===== config.mk =====
export PLATFORM = sky130hd
export DESIGN_NAME = stopwatch_counter_flat
export DESIGN_NICKNAME = d
export VERILOG_FILES = /design/src/rtl/stopwatch_counter_if.sv /design/src/rtl/stopwatch_counter.sv /design/src/flat_wrapper.sv
export SDC_FILE = /design/constraint.sdc
export NUM_CORES = 1
export LEC_CHECK = 0
export ABC_CLOCK_PERIOD_IN_PS = 4700
export BUFFER_PORTS_ARGS = -buffer_cell sky130_fd_sc_hd__buf_2
export CAP_MARGIN = 20
export CORE_ASPECT_RATIO = 1.25
export CORE_MARGIN = 2
export CORE_UTILIZATION = 49
export CTS_CLUSTER_SIZE = 20
export DETAILED_ROUTE_END_ITERATION = 8
export MAX_ROUTING_LAYER = met4
export PLACE_DENSITY = 0.69
export REMOVE_ABC_BUFFERS = 1
export SLEW_MARGIN = 20
export SYNTH_ARGS = -nofsm -noshare
export SYNTH_HDL_FRONTEND = slang
export SYNTH_SLANG_ARGS = --single-unit

===== constraint.sdc =====
create_clock -name clk -period 4.7 [get_ports clk]
set_input_delay 0.47 -clock clk [delete_from_list [all_inputs] [get_ports clk]]
set_output_delay 0.47 -clock clk [all_outputs]
set_load 0.1 [all_outputs]

===== src/rtl/stopwatch_counter_if.sv =====
// rtl/stopwatch_counter_if.sv - raw button inputs and count/status outputs of the stopwatch core
// master drives the buttons and observes the count; slave is the stopwatch core.
interface stopwatch_counter_if;
  logic       btn_start_raw;
  logic       btn_clear_raw;
  logic [7:0] count;
  logic       running;
  logic       wrap_pulse;

  modport master (
    output btn_start_raw,
    output btn_clear_raw,
    input  count,
    input  running,
    input  wrap_pulse
  );

  modport slave (
    input  btn_start_raw,
    input  btn_clear_raw,
    output count,
    output running,
    output wrap_pulse
  );
endinterface


===== src/rtl/stopwatch_counter.sv =====
// rtl/stopwatch_counter.sv - two-digit stopwatch core with debounced start/clear buttons
// IDLE/RUN/PAUSE machine advancing a 0..MAX_COUNT counter every TICK_DIV cycles while running.
module stopwatch_counter #(
  parameter int TICK_DIV        = 50_000_000,
  parameter int DEBOUNCE_CYCLES = 1_000_000,
  parameter int MAX_COUNT       = 99
) (
  input  logic               clk,
  input  logic               rst_n,
  stopwatch_counter_if.slave sw
);

  localparam int PW = (TICK_DIV > 1) ? $clog2(TICK_DIV) : 1;
  localparam int DW = $clog2(DEBOUNCE_CYCLES + 1);
  localparam logic [PW-1:0] PRESC_LAST = PW'(TICK_DIV - 1);
  localparam logic [DW-1:0] DEB_LAST   = DW'(DEBOUNCE_CYCLES - 1);
  localparam logic [7:0]    CNT_MAX    = 8'(MAX_COUNT);

  typedef enum logic [1:0] {
    S_IDLE  = 2'd0,
    S_RUN   = 2'd1,
    S_PAUSE = 2'd2
  } state_t;

  // Bit 0 is the start button, bit 1 the clear button throughout.
  logic [1:0]         raw;
  logic [1:0]         sync1_q, sync2_q;
  logic [1:0]         vld_q;
  logic [1:0]         lvl_q, lvl_d;
  logic [1:0]         armed_q, armed_d;
  logic [1:0]         press_q, press_d;
  logic [1:0][DW-1:0] deb_cnt_q, deb_cnt_d;

  state_t        state_q, state_d;
  logic [PW-1:0] presc_q, presc_d;
  logic [7:0]    count_q, count_d;
  logic          running_q, running_d;
  logic          wrap_q, wrap_d;
  logic          start_press, clear_press;

  assign raw         = {sw.btn_clear_raw, sw.btn_start_raw};
  assign start_press = press_q[0];
  assign clear_press = press_q[1];

  // A button only arms once a valid low sample is seen, so a button held
  // through reset release is accepted silently instead of as a press.
  always_comb begin
    lvl_d     = lvl_q;
    armed_d   = armed_q;
    press_d   = '0;
    deb_cnt_d = deb_cnt_q;
    for (int i = 0; i < 2; i++) begin
      if (vld_q[1] && !sync2_q[i]) begin
        armed_d[i] = 1'b1;
      end
      if (sync2_q[i] == lvl_q[i]) begin
        deb_cnt_d[i] = '0;
      end else if (deb_cnt_q[i] == DEB_LAST) begin
        deb_cnt_d[i] = '0;
        lvl_d[i]     = sync2_q[i];
        press_d[i]   = sync2_q[i] & armed_q[i];
      end else begin
        deb_cnt_d[i] = deb_cnt_q[i] + 1'b1;
      end
    end
  end

  always_comb begin
    state_d = state_q;
    presc_d = presc_q;
    count_d = count_q;
    wrap_d  = 1'b0;
    case (state_q)
      S_RUN: begin
        if (presc_q == PRESC_LAST) begin
          presc_d = '0;
          if (count_q >= CNT_MAX) begin
            count_d = '0;
            wrap_d  = 1'b1;
          end else begin
            count_d = count_q + 8'd1;
          end
        end else begin
          presc_d = presc_q + 1'b1;
        end
        if (start_press) state_d = S_PAUSE;
      end
      S_PAUSE: begin
        if (start_press) state_d = S_RUN;
      end
      default: begin
        presc_d = '0;
        if (start_press) state_d = S_RUN;
      end
    endcase
    if (clear_press) begin
      state_d = S_IDLE;
      presc_d = '0;
      count_d = '0;
      wrap_d  = 1'b0;
    end
    running_d = (state_d == S_RUN);
  end

  always_ff @(posedge clk or negedge rst_n) begin
    if (!rst_n) begin
      sync1_q   <= '0;
      sync2_q   <= '0;
      vld_q     <= '0;
      lvl_q     <= '0;
      armed_q   <= '0;
      press_q   <= '0;
      deb_cnt_q <= '0;
      state_q   <= S_IDLE;
      presc_q   <= '0;
      count_q   <= '0;
      running_q <= 1'b0;
      wrap_q    <= 1'b0;
    end else begin
      sync1_q   <= raw;
      sync2_q   <= sync1_q;
      vld_q     <= {vld_q[0], 1'b1};
      lvl_q     <= lvl_d;
      armed_q   <= armed_d;
      press_q   <= press_d;
      deb_cnt_q <= deb_cnt_d;
      state_q   <= state_d;
      presc_q   <= presc_d;
      count_q   <= count_d;
      running_q <= running_d;
      wrap_q    <= wrap_d;
    end
  end

  assign sw.count      = count_q;
  assign sw.running    = running_q;
  assign sw.wrap_pulse = wrap_q;

endmodule

===== src/flat_wrapper.sv =====
// flat-port wrapper written by rule: the top's interface ports become plain ports
module stopwatch_counter_flat 
#(
  parameter int TICK_DIV        = 50_000_000,
  parameter int DEBOUNCE_CYCLES = 1_000_000,
  parameter int MAX_COUNT       = 99
)
  (clk, rst_n, sw_btn_start_raw, sw_btn_clear_raw, sw_count, sw_running, sw_wrap_pulse);
  stopwatch_counter_if sw_i ();
  input  logic clk;
  input  logic rst_n;
  input wire logic [$bits(sw_i.btn_start_raw)-1:0] sw_btn_start_raw;
  input wire logic [$bits(sw_i.btn_clear_raw)-1:0] sw_btn_clear_raw;
  output wire logic [$bits(sw_i.count)-1:0] sw_count;
  output wire logic [$bits(sw_i.running)-1:0] sw_running;
  output wire logic [$bits(sw_i.wrap_pulse)-1:0] sw_wrap_pulse;
  assign sw_i.btn_start_raw = sw_btn_start_raw;
  assign sw_i.btn_clear_raw = sw_btn_clear_raw;
  assign sw_count = sw_i.count;
  assign sw_running = sw_i.running;
  assign sw_wrap_pulse = sw_i.wrap_pulse;
  stopwatch_counter #(.TICK_DIV(TICK_DIV), .DEBOUNCE_CYCLES(DEBOUNCE_CYCLES), .MAX_COUNT(MAX_COUNT)) u_core (.clk(clk), .rst_n(rst_n), .sw(sw_i));
endmodule

==> metrics.csv <==
metric,value,unit
cts_root_buf,clkbuf_8,
relSlewSlack,0.3812,
ys_async_sr_fraction,1.000,
synthAdderAreaFrac,0.01177,
slew_viol_final,0,
antenna_found_initial,0,
rsz0062_at_grt,no,
grt_pass1_vias,3038,
powerDensity,280.8,nW/µm²
vias,3028,
clockBufferDepth,2,
io_pins,14,
timing.final.crit_period,2.330,ns
synth-simple-area-share,0.2692,
synthMuxAreaShare,0.01030,
max_cap_violations,0,
yosys.area.top_type_share,0.5296,
fillers,773,
place.gp.congestion,0.8158,
finClkSkew,0.01089,ns
fmax,429.2,MHz
vdd_drop_max,0.1368,mV
dp_hpwl,5.221,mm
path_common_cell,nor2_1,
fp-row-count,38,
track_usage,0.1852,
yosys_register_bits,90,
critPathLaunchType,register,
critPathTopFamily,simple AND/OR/NAND/NOR gates,
synth_top_area_cell,dfrtp_1,
finalHoldViolCount,0,
cts_tree,built,
h-tree-depth,3,
yosysSeqAreaShare,0.5296,
synthCells,429,
synth-edff-count,0,
cts_resized,0,
ys_top_cells_by_area,"dfrtp_1 (53%), nor2_1 (7.8%), xor2_1 (6.8%)",
min_period_over_period,0.4958,
end_kind,register,
grt-ovfl-total,0,
cts_hold_buf,0,
synth_ff_type,dfrtp_1,
drive_gt1_frac,0.09272,
grt_pass1_wl,13.52,mm
yosysMostFrequentCell,dfrtp_1,
clock_latency,0.37,ns
synth_xor_xnor_area_share,0.1236,
wire_per_inst,13.79,µm
nNetsFinal,456,
clkSinkCount,90,
critPathMaxFanout,17,
grt_max_degree,51,
clk_pin_slew_worst_paths,0.09,ns
drc,0,
worst_path_max_delay_cell,or4_4,
crit_path_cell_trace,or4_4 -> nor4_4 -> a211oi_1 -> nor2_1 -> buf_4 -> nor2_1,
setup_viol,0,
yosysWarningCount,0,
core-area,8558,µm²
holdCritPathClass,in -> async,
antenna_left,0,
die_w,87.33,µm
routed_wl,7.628,mm
totalPowerFinal,1296,µW
io_buffers,13,
drtIter0Drc,182,
die_height,108.2,µm
cts_inserted_buffers,9,
post_cts_buffers,0,
synth_area,4253,µm²
required,4.95,ns
critPathKind,reg -> reg,
dieArea,9445,µm²
first_pass_iters,5,
ys_top_cells_by_count,"dfrtp_1 (90), nor2_1 (88), xor2_1 (33)",
diodes,0,
critPathBufInv,1,
vias_per_cell,5.476,
status,"complete, no violations",
syn_avg_cell_area,9.913,µm²
fin_tns_setup,0,ns
synth_cell_type_count,46,
synth_top_family_by_area,simple AND/OR/NAND/NOR gates,
leakagePower,0.001920,µW
start_util,0.4969,
critPathMaxStageDelay,0.57,ns
synth_compound_area_frac,0.03472,
area_delta_synth_final,8.473,%
worst_slew_pin_slew,0.9197,ns
worstPathArrival,2.58,ns
[cell families (layout without fill, tap and decap cells)]
kind of cell / after synthesis / after routing
compound gates: 24 / 24
xor+xnor: 60 / 60
fa+ha+maj: 4 / 4
buf+inv: 21 / 45
flops: 90 / 90
mux: 4 / 4
other cells: 1 / 1
simple gates: 225 / 225
[area by class of cell]
| type | instances | area (µm²) | share of cell area |
|---|---|---|---|
| clock buffer | 9 | 123.9 | 0.02685 |
| sequential | 90 | 2252 | 0.4882 |
| clock inverter | 7 | 53.80 | 0.01166 |
| timing repair buffer | 17 | 97.59 | 0.02116 |
| tap | 100 | 125.1 | 0.02712 |
| multi-input combinational | 318 | 1916 | 0.4152 |
| inverter | 12 | 45.04 | 0.009764 |
[per-stage QoR]
stage / utilization / std cells / setup slack (ns) / area (µm²) / hold slack [ns]
finish: 0.5390 / 553 / 2.370 / 4613 / 0.1175
global route: 0.5390 / 553 / 2.167 / 4613 / 0.1593
CTS: 0.5390 / 553 / 2.366 / 4613 / 0.1369
detailed placement: 0.5183 / 537 / 2.393 / 4436 / 0.3347
global placement: 0.5183 / 537 / 2.440 / 4436 / 0.3332
floorplan: - / 420 / 2.321 / 4213 / 0.1744
[report_power, final]
| part | switching, µW | internal, µW |
|---|---|---|
| sequential | 5.80 | 780 |
| combinational | 24.7 | 7.36 |
| clock | 283 | 194 |
| total | 314 | 982 |
[metal layers]
| layer | global-route usage | up-vias | part of all wire |
|---|---|---|---|
| li1 | - | 1497 | - |
| met1 | 0.2247 | 1477 | 0.46 |
| met2 | 0.2971 | 38 | 0.50 |
| met3 | 0.02519 | 16 | 0.023 |
| met4 | 0.1011 | 0 | 0.024 |
| met5 | - | - | 0 |
[registers in the layout (all words and copies together) (netlist names)]
name / count
u_core.deb_cnt_q: 40
u_core.presc_q: 26
u_core.sw.count: 8
u_core.armed_q: 2
u_core.lvl_q: 2
u_core.press_q: 2
u_core.state_q: 2
u_core.sync1_q: 2
u_core.sync2_q: 2
u_core.vld_q: 2
u_core.sw.running: 1
u_core.sw.wrap_pulse: 1
[final timing paths]
check,from,to,slack (ns),cells after the start
setup reg to reg,u_core.presc_q[16],u_core.presc_q[24],2.37,6
setup / recovery,u_core.presc_q[16],u_core.presc_q[24],2.37,6
hold reg to reg,u_core.vld_q[0],u_core.vld_q[1],0.35,0
min in group clk,sw_btn_start_raw,u_core.sync1_q[0],0.20,1
hold / removal,rst_n,u_core.sw.count[3],0.12,1
max in group asynchronous,rst_n,u_core.deb_cnt_q[6],3.63,2
[cells in the final DEF (no fill, tap or decap), drive strengths merged, types with 2 or more instances in the layout]
| cell type | netlist | layout |
|---|---|---|
| dfrtp | 90 | 90 |
| nor2 | 88 | 88 |
| xor2 | 33 | 33 |
| nand2 | 29 | 29 |
| nand3 | 28 | 28 |
| xnor2 | 27 | 27 |
| nand4 | 18 | 18 |
| buf | 5 | 17 |
| inv | 12 | 13 |
| nor4 | 10 | 10 |
| nor3 | 9 | 9 |
| o21ai | 9 | 9 |
| clkbuf | 4 | 9 |
| and4 | 7 | 7 |
| and3 | 5 | 5 |
| a21oi | 5 | 5 |
| nor2b | 5 | 5 |
| nand2b | 5 | 5 |
| ha | 4 | 4 |
| or3 | 3 | 3 |
| mux2 | 3 | 3 |
| clkinvlp | 0 | 3 |
| or4 | 3 | 3 |
| clkinv | 0 | 3 |
| a211oi | 2 | 2 |
| nor4bb | 2 | 2 |
| or2 | 2 | 2 |
| and2 | 2 | 2 |
| nor3b | 2 | 2 |
| a21o | 2 | 2 |
No activity file was read; power rests on OpenSTA's default activity.
